**src/rtl/smp_pkg.sv**
```systemverilog
// Shared SMP coherence definitions: MSI line states, snoop opcodes and bus geometry.
package smp_pkg;

  localparam int ADDR_W_DEF  = 11;
  localparam int INDEX_W_DEF = 5;
  localparam int DATA_W_DEF  = 16;

  typedef enum logic [1:0] {
    I = 2'b00,
    S = 2'b01,
    M = 2'b10
  } blk_state_t;

  typedef enum logic [1:0] {
    PROBE_RD   = 2'b00,
    PROBE_WR   = 2'b01,
    INVALIDATE = 2'b10,
    OP_RSVD    = 2'b11
  } snoop_op_t;

  typedef enum logic [2:0] {
    ST_IDLE,
    ST_LOOKUP,
    ST_EVAL,
    ST_WBACK,
    ST_UPDATE,
    ST_ACK
  } snoop_fsm_t;

endpackage

```
**src/rtl/snoop_responder.sv**
```systemverilog
// Per-core snoop responder: looks up a snooped address in the local MSI cache,
// writes back Modified data, downgrades/invalidates the line and acknowledges the bus.
module snoop_responder
  import smp_pkg::*;
#(
  parameter int ADDR_W  = ADDR_W_DEF,
  parameter int INDEX_W = INDEX_W_DEF,
  parameter int DATA_W  = DATA_W_DEF
) (
  input  logic                    clk,
  input  logic                    rst_n,
  input  logic                    snoop_req,
  input  logic [1:0]              snoop_op,
  input  logic [ADDR_W-1:0]       addr_in,
  output logic                    snoop_ack,
  output logic                    cpu_search_found,
  output logic                    snoop_dirty,
  output logic                    cpu_stall,
  output logic [INDEX_W-1:0]      tag_idx,
  input  logic [ADDR_W-INDEX_W-1:0] tag_rd_tag,
  input  logic [1:0]              tag_rd_state,
  input  logic [DATA_W-1:0]       data_rdata,
  output logic                    state_we,
  output logic [1:0]              state_wdata,
  output logic                    wb_valid,
  output logic [ADDR_W-1:0]       wb_addr,
  output logic [DATA_W-1:0]       wb_data,
  input  logic                    wb_ready
);

  localparam int TAG_W = ADDR_W - INDEX_W;

  snoop_fsm_t        state_q;
  snoop_op_t         op_q;
  logic [ADDR_W-1:0] addr_q;
  logic [DATA_W-1:0] wb_data_q;
  blk_state_t        state_wdata_q;
  logic              ack_q;
  logic              found_q;
  logic              dirty_q;
  logic              state_we_q;
  logic              wb_valid_q;
  logic              hit;
  logic              rd_is_m;

  // Array read data is only meaningful in EVAL, one cycle after tag_idx settled in LOOKUP.
  assign hit     = (tag_rd_state != 2'(I)) && (tag_rd_tag == addr_q[ADDR_W-1:INDEX_W]);
  assign rd_is_m = (tag_rd_state == 2'(M));

  always_ff @(posedge clk) begin
    if (!rst_n) begin
      state_q       <= ST_IDLE;
      op_q          <= PROBE_RD;
      addr_q        <= '0;
      wb_data_q     <= '0;
      state_wdata_q <= I;
      ack_q         <= 1'b0;
      found_q       <= 1'b0;
      dirty_q       <= 1'b0;
      state_we_q    <= 1'b0;
      wb_valid_q    <= 1'b0;
    end else begin
      state_we_q <= 1'b0;
      case (state_q)
        ST_IDLE: begin
          if (snoop_req) begin
            addr_q  <= addr_in;
            op_q    <= snoop_op_t'(snoop_op);
            found_q <= 1'b0;
            dirty_q <= 1'b0;
            state_q <= ST_LOOKUP;
          end
        end
        ST_LOOKUP: state_q <= ST_EVAL;
        ST_EVAL: begin
          found_q <= hit && (op_q != OP_RSVD);
          if (!hit || op_q == OP_RSVD) begin
            ack_q   <= 1'b1;
            state_q <= ST_ACK;
          end else if (rd_is_m) begin
            // Invalidate of a Modified line also writes back so no dirty data is lost.
            wb_data_q  <= data_rdata;
            dirty_q    <= 1'b1;
            wb_valid_q <= 1'b1;
            state_q    <= ST_WBACK;
          end else if (op_q == PROBE_RD) begin
            ack_q   <= 1'b1;
            state_q <= ST_ACK;
          end else begin
            state_we_q    <= 1'b1;
            state_wdata_q <= I;
            state_q       <= ST_UPDATE;
          end
        end
        ST_WBACK: begin
          if (wb_ready) begin
            wb_valid_q    <= 1'b0;
            state_we_q    <= 1'b1;
            state_wdata_q <= (op_q == PROBE_RD) ? S : I;
            state_q       <= ST_UPDATE;
          end
        end
        ST_UPDATE: begin
          ack_q   <= 1'b1;
          state_q <= ST_ACK;
        end
        ST_ACK: begin
          if (!snoop_req) begin
            ack_q   <= 1'b0;
            state_q <= ST_IDLE;
          end
        end
        default: state_q <= ST_IDLE;
      endcase
    end
  end

  assign snoop_ack        = ack_q;
  assign cpu_search_found = found_q;
  assign snoop_dirty      = dirty_q;
  assign cpu_stall        = (state_q != ST_IDLE) | snoop_req;
  assign tag_idx          = addr_q[INDEX_W-1:0];
  assign state_we         = state_we_q;
  assign state_wdata      = state_wdata_q;
  assign wb_valid         = wb_valid_q;
  assign wb_addr          = addr_q;
  assign wb_data          = wb_data_q;

  logic unused_tagw;
  assign unused_tagw = (TAG_W == 0);

endmodule
```
**config.mk**
```make
export PLATFORM = sky130hd
export DESIGN_NAME = snoop_responder
export DESIGN_NICKNAME = d
export VERILOG_FILES = /design/src/rtl/smp_pkg.sv /design/src/rtl/snoop_responder.sv
export SDC_FILE = /design/constraint.sdc
export NUM_CORES = 1
export LEC_CHECK = 0
export ABC_CLOCK_PERIOD_IN_PS = 1780
export BUFFER_PORTS_ARGS = -buffer_cell sky130_fd_sc_hd__buf_2
export CELL_PAD_IN_SITES_DETAIL_PLACEMENT = 1
export CELL_PAD_IN_SITES_GLOBAL_PLACEMENT = 1
export CORE_UTILIZATION = 32
export DETAILED_ROUTE_END_ITERATION = 7
export PLACE_DENSITY = 0.87
export SLEW_MARGIN = 10
export SYNTH_ARGS = -nofsm -noshare
export SYNTH_HDL_FRONTEND = slang
export SYNTH_SLANG_ARGS = --single-unit
```
**constraint.sdc**
```tcl
create_clock -name clk -period 1.78 [get_ports clk]
set_input_delay 0.356 -clock clk [delete_from_list [all_inputs] [get_ports clk]]
set_output_delay 0.356 -clock clk [all_outputs]
set_load 0.01 [all_outputs]
```
==> impl_metrics.csv, run 1 <==
group,metric,value,unit
finish,nNetsFinal,321,
finish,syn2layout_area_growth,30.5,%
cts,clock_latency,0.28,ns
timing,period_needed,1.65,ns
synthesis,syn_nets,245,
floorplan,die_w,75.8,um
cts,cts_tree,"done",
synthesis,synth_area,1740,um2
pwr,p_clk_frac,0.316,
cts,cts_resized,0,
cts,clockRootBuffer,"clkbuf_8",
pwr,leakage,1.06,nW
drt,drtPass1Iterations,4,
floorplan,ios,81,
pwr,netSwitchingFraction,0.269,
critical_path,critPathLaunchType,"register",
timing,max_freq,605,MHz
timing,worstMarginPinSlew,0.562,ns
synthesis,avgSynthCellArea,8.55,um2
global_routing,grt_pass1_wl,7770,um
floorplan,core-area,5170,um2
global_routing,overflow,0,
placed_design,gp_congestion,0.831,
job,drv_cap,0,
finish,mostFrequentLayoutCell,"buf_2",
drt,drt-vias-per-instance,4.81,
worst_hold_path,min_path_type,"in -> reg",
finish,fillers,640,
synthesis,synth_edf_count,0,
critical_path,worstPathArrival,1.86,ns
finish,instances_no_fill,349,
global_routing,antenna_found_initial,0,
placed_design,io_buffers,79,
cts,postCtsSetupBuffers,0,
synthesis,synth_top_cell_area_share,0.436,
drt,totalWireLength,4770,um
timing,fin_worst_skew,0.00542,ns
timing,finalHoldViolCount,0,
pwr,ir_drop,0.392,mV
floorplan,rows,26,
global_routing,grt_max_degree,33,
cts,cts.sinks,38,
critical_path,path_class,"reg -> reg",
synthesis,synth_seq_cells,38,
pwr,power_frac_seq,0.511,
timing,post-route-period-util,0.928,
finish,final_cell_mix,"buf_2, nand2_1, dfxtp_1",
drt,drtIter0Drc,77,
pwr,p_int,1.32,mW
floorplan,die_area,5750,um2
critical_path,cp-end-kind,"register",
cts,cts_buffer_depth,2,
critical_path,worst_ep_required_time,1.98,ns
pwr,power_density,794,nW/um2
outcome,status,"completed",
critical_path,cp_max_fo,19,
synthesis,ys_warn_count,0,
global_routing,grt_pass1_vias,1636,
finish,seqCellArea,762,um2
pwr,comb_power_share,0.172,
placed_design,dp_worst_setup_slack,0.0618,ns
global_routing,grtUsageTotal,0.183,
cts,clk_pin_slew_worst_paths,0.07,ns
synthesis,ys_types,41,
finish,multi_input_area,868,um2
cts,cts.htree.levels,2,
synthesis,syn_inst,204,
placed_design,dp_hpwl,3660,um
cts,numCtsBuffers,5,
drt,dr_total_vias,1678,
drt,final_antenna_net_count,0,
timing,setup_ws,0.128,ns
synthesis,async_reset_ff_frac,0,
synthesis,yosysSeqAreaShare,0.436,
drt,drc,0,
synthesis,synth_top_area_cell,"dfxtp_1",
finish,drive_gt1_frac,0.369,
pwr,switching_power,0.486,mW
timing,slew_violations,0,
drt,post_drt_wl_per_cell,13.7,um
timing,fin_hold_ws,0.306,ns
pwr,finalPower,1.81,mW
synthesis,synthTopCellsByArea,"dfxtp_1, nand2_1, mux2i_1, a21oi_1, buf_4",
timing,setup_viol,0,
timing,rsz0062_at_grt,"false",
timing,slew-limit-headroom,0.624,
placed_design,dp.cells,343,
synthesis,ys.flop_type,"dfxtp_1",
floorplan,die_y,75.8,um
timing,tns,0,ns
cts,holdBufCountCts,0,
floorplan,start_util,0.337,
finish,n_antenna_cell,0,
-- cell usage after synthesis (3+ instances only) --
cell type	n
o21ai_0	5
xnor2_1	6
buf_4	7
mux2i_1	16
nand3_1	3
nand2_1	62
nor2b_1	3
clkbuf_1	8
dfxtp_1	38
a21oi_1	18
-- final cells by class --
type	count	share of cell area
Multi-Input combinational cell	146	0.382
Sequential cell	38	0.335
Timing Repair Buffer	87	0.206
Tap cell	70	0.0385
Clock buffer	6	0.0363
Inverter	2	0.00330
-- worst paths after layout --
| path | slack, ns | cells after the start | from | end |
|---|---|---|---|---|
| worst max-delay path | 0.13 | 5 | state_q[2] | wb_data[0] |
| worst min-delay path | 0.31 | 3 | addr_in[0] | wb_addr[0] |
| worst max register to register | 0.13 | 5 | state_q[2] | wb_data[0] |
| worst min register to register | 0.45 | 2 | wb_data[4] | wb_data[4] |
-- flip-flops by register name, indices dropped and copies added, names as in the netlist --
register	flops
snoop_ack	1
cpu_search_found	1
op_q	2
wb_addr	11
snoop_dirty	1
state_we	1
state_wdata	1
wb_data	16
state_q	3
wb_valid	1
-- critical path: stages (launching register included) --
cell	delay (ns)
dfxtp_1	0.39
nand2b_4	0.19
or3_1	0.39
nor3_4	0.17
buf_12	0.20
mux2i_1	0.22
-- per-layer routing --
metal / vias up / share of wire / track usage
li1: 830 / - / -
met1: 794 / 0.42 / 0.214
met2: 48 / 0.51 / 0.324
met3: 6 / 0.051 / 0.0437
met4: 0 / 0.015 / 0.0617
met5: - / 0 / 0
-- kinds of logic (layout without fill, tap and decap cells) --
logic type | after synthesis | count (layout) | synth area share
other | 1 | 1 | 0.00215
DFF | 38 | 38 | 0.436
buffers and inverters | 20 | 95 | 0.0725
and+or+nand+nor | 86 | 86 | 0.229
xor gates and xnor gates | 6 | 6 | 0.0301
AOI/OAI and AO/OA | 36 | 36 | 0.132
muxes | 17 | 17 | 0.0983
-- power groups by stage --
stage / Clock, mW / Sequential [mW] / Combinational [mW]
after global routing: 0.641 / 0.931 / 0.349
after detailed placement: 0 / 0.942 / 0.313
after CTS: 0.599 / 0.923 / 0.315
after global placement: 0 / 0.940 / 0.304
after floorplan: 0 / 0.942 / 0.184
final: 0.571 / 0.924 / 0.312
-- through the flow --
stage | cell area (um2) | utilization
detailed placement | 2190 | 0.423
global placement | 2190 | 0.423
finish | 2280 | 0.440
CTS | 2270 | 0.439
floorplan | 1740 | -
global route | 2280 | 0.440
Power figures use the tool's default switching activity.
==> inputs of run 2 (changes only) <==
CORE_ASPECT_RATIO = 2   (was unset)
==> run 2 against run 1 <==
Routed wire length up 3.5%. Die area rose by 0.32%. First-iteration DRC count fell by 78%. Largest cell class unchanged. Highest routed layer unchanged.
==> impl_metrics.csv, run 2 (synthesis results as in run 1) <==
group,metric,value,unit
cts,numCtsBuffers,5,
finish,mostFrequentLayoutCell,"buf_2",
timing,slew_violations,0,
timing,period_needed,1.65,ns
worst_hold_path,worstHoldPathCells,3,
pwr,switching_power,0.553,mW
critical_path,worstReg2RegEnd,"wb_data[12]",
critical_path,r2r_setup_slack,0.13,ns
global_routing,grtUsageTotal,0.187,
critical_path,worst_ep_required_time,1.42,ns
cts,cts_tree,"done",
drt,dr_total_vias,1728,
drt,drt-vias-per-instance,5.08,
drt,drtIter0Drc,17,
floorplan,start_util,0.336,
critical_path,ff2ff_path_depth,5,
pwr,p_int,1.44,mW
floorplan,die_area,5770,um2
drt,final_antenna_net_count,0,
worst_hold_path,whs_endpoint,"op_q[0]",
critical_path,path_class,"reg -> out",
critical_path,critPathSlowestCell,"dfxtp_1",
critical_path,path_cells,"buf_4 > nor3_2 > nand2b_1 > buf_2",
timing,finalHoldViolCount,0,
finish,nNetsFinal,322,
critical_path,worstPathArrival,1.29,ns
timing,fin_hold_ws,0.284,ns
pwr,comb_power_share,0.161,
finish,syn2layout_area_growth,31.8,%
worst_hold_path,min_from,"snoop_op[0]",
critical_path,cp-end-kind,"output pin",
pwr,p_clk_frac,0.377,
drt,post_drt_wl_per_cell,14.5,um
finish,n_antenna_cell,0,
global_routing,grt_max_degree,23,
cts,clock_latency,0.30,ns
finish,largest_register_ffs,16,
cts,clk_pin_slew_worst_paths,0.09,ns
cts,cts_buffer_depth,2,
finish,final_cell_mix,"buf_2, nand2_1, dfxtp_1",
placed_design,gp_congestion,0.893,
timing,rsz0062_at_grt,"false",
outcome,status,"completed",
timing,post-route-period-util,0.927,
floorplan,rows,37,
pwr,ir_drop,0.717,mV
global_routing,grt_pass1_vias,1764,
cts,clockRootBuffer,"clkbuf_8",
cts,cts.sinks,38,
critical_path,cp_max_fo,8,
pwr,power_density,869,nW/um2
timing,max_freq,606,MHz
cts,cts.htree.levels,2,
critical_path,critPathLaunchType,"register",
drt,drc,0,
floorplan,core-area,5180,um2
pwr,leakage,1.07,nW
timing,setup_viol,0,
placed_design,io_buffers,79,
timing,tns,0,ns
critical_path,r2r-start,"state_q[2]",
floorplan,ios,81,
critical_path,critPathBufInv,2,
worst_hold_path,min_path_type,"in -> reg",
pwr,power_frac_seq,0.462,
pwr,netSwitchingFraction,0.277,
critical_path,slowest_delay,0.34,ns
job,drv_cap,0,
drt,drtPass1Iterations,3,
floorplan,die_y,106,um
global_routing,grt_pass1_wl,7800,um
placed_design,dp_hpwl,3820,um
floorplan,die_w,54.2,um
drt,totalWireLength,4940,um
global_routing,antenna_found_initial,0,
critical_path,critPathTopFamily,"flip-flops",
global_routing,overflow,0,
timing,fin_worst_skew,0.00947,ns
finish,drive_gt1_frac,0.372,
## run 2: changes by cell type in the layout (fill, tap and decap cells not counted), sizes merged
| cell | change |
|---|---|
| clkinvlp | +2 |
| buf | +1 |
| bufinv | +1 |
| clkbuf | -1 |
## run 2: worst max-delay path by stage
| stage | startpoint | to | slack (ns) | cells past startpoint |
|---|---|---|---|---|
| after floorplan | wb_addr[10] | state_wdata[0] | 0.20 | 4 |
| after detailed placement | tag_rd_state[0] | wb_data[12] | 0.05 | 6 |
| after global routing | state_q[2] | wb_data[3] | 0.04 | 5 |
| after global placement | tag_rd_state[0] | wb_data[1] | 0.11 | 6 |
| after CTS | state_q[1] | cpu_stall | 0.02 | 4 |
| final | state_q[1] | cpu_stall | 0.13 | 4 |
## run 2: area by class of cell
class / count / area [um2]
repair buffers: 88 / 475
fillers: 661 / 2890
flip-flops and latches: 38 / 761
multi-input cells: 146 / 868
well taps: 58 / 72.6
clock inverters: 3 / 45.0
clock buffers: 5 / 68.8
inverters: 2 / 7.51
## run 2: metrics by stage
step	utilization	total power, mW	setup slack, ns	cell area [um2]	instances
detailed placement	0.420	1.26	0.0498	2180	332
global placement	0.420	1.25	0.115	2180	332
CTS	0.442	2.03	0.0209	2290	340
global route	0.443	2.08	0.0402	2300	340
floorplan	-	1.13	0.203	1740	204
finish	0.443	2.00	0.129	2300	340
## run 2: worst register-to-register path: stages (launching register included)
cell	delay, ns
dfxtp_1	0.39
nand2b_4	0.19
or3_1	0.39
nor3_4	0.20
buf_12	0.21
mux2i_1	0.21
## run 2: what timing repair did
item	4_1_cts	5_1_grt
endpoints found under the setup margin	0	3
buffers inserted	0	0
gates resized for setup	0	1
hold buffers	0	0
## run 2: power by group through the flow
stage          clock [mW]  combinational (mW)  sequential [mW]
6_report            0.754               0.322            0.922
5_1_grt             0.802               0.354            0.928
4_1_cts             0.782               0.325            0.922
3_5_place_dp            0               0.323            0.941
3_3_place_gp            0               0.312            0.940
2_1_floorplan           0               0.184            0.942
## run 2: metal layers
layer,up-vias,GRT usage,share of wire
li1,835,-,-
met1,827,0.167,0.33
met2,55,0.348,0.59
met3,11,0.0443,0.051
met4,0,0.101,0.034
met5,-,0,0
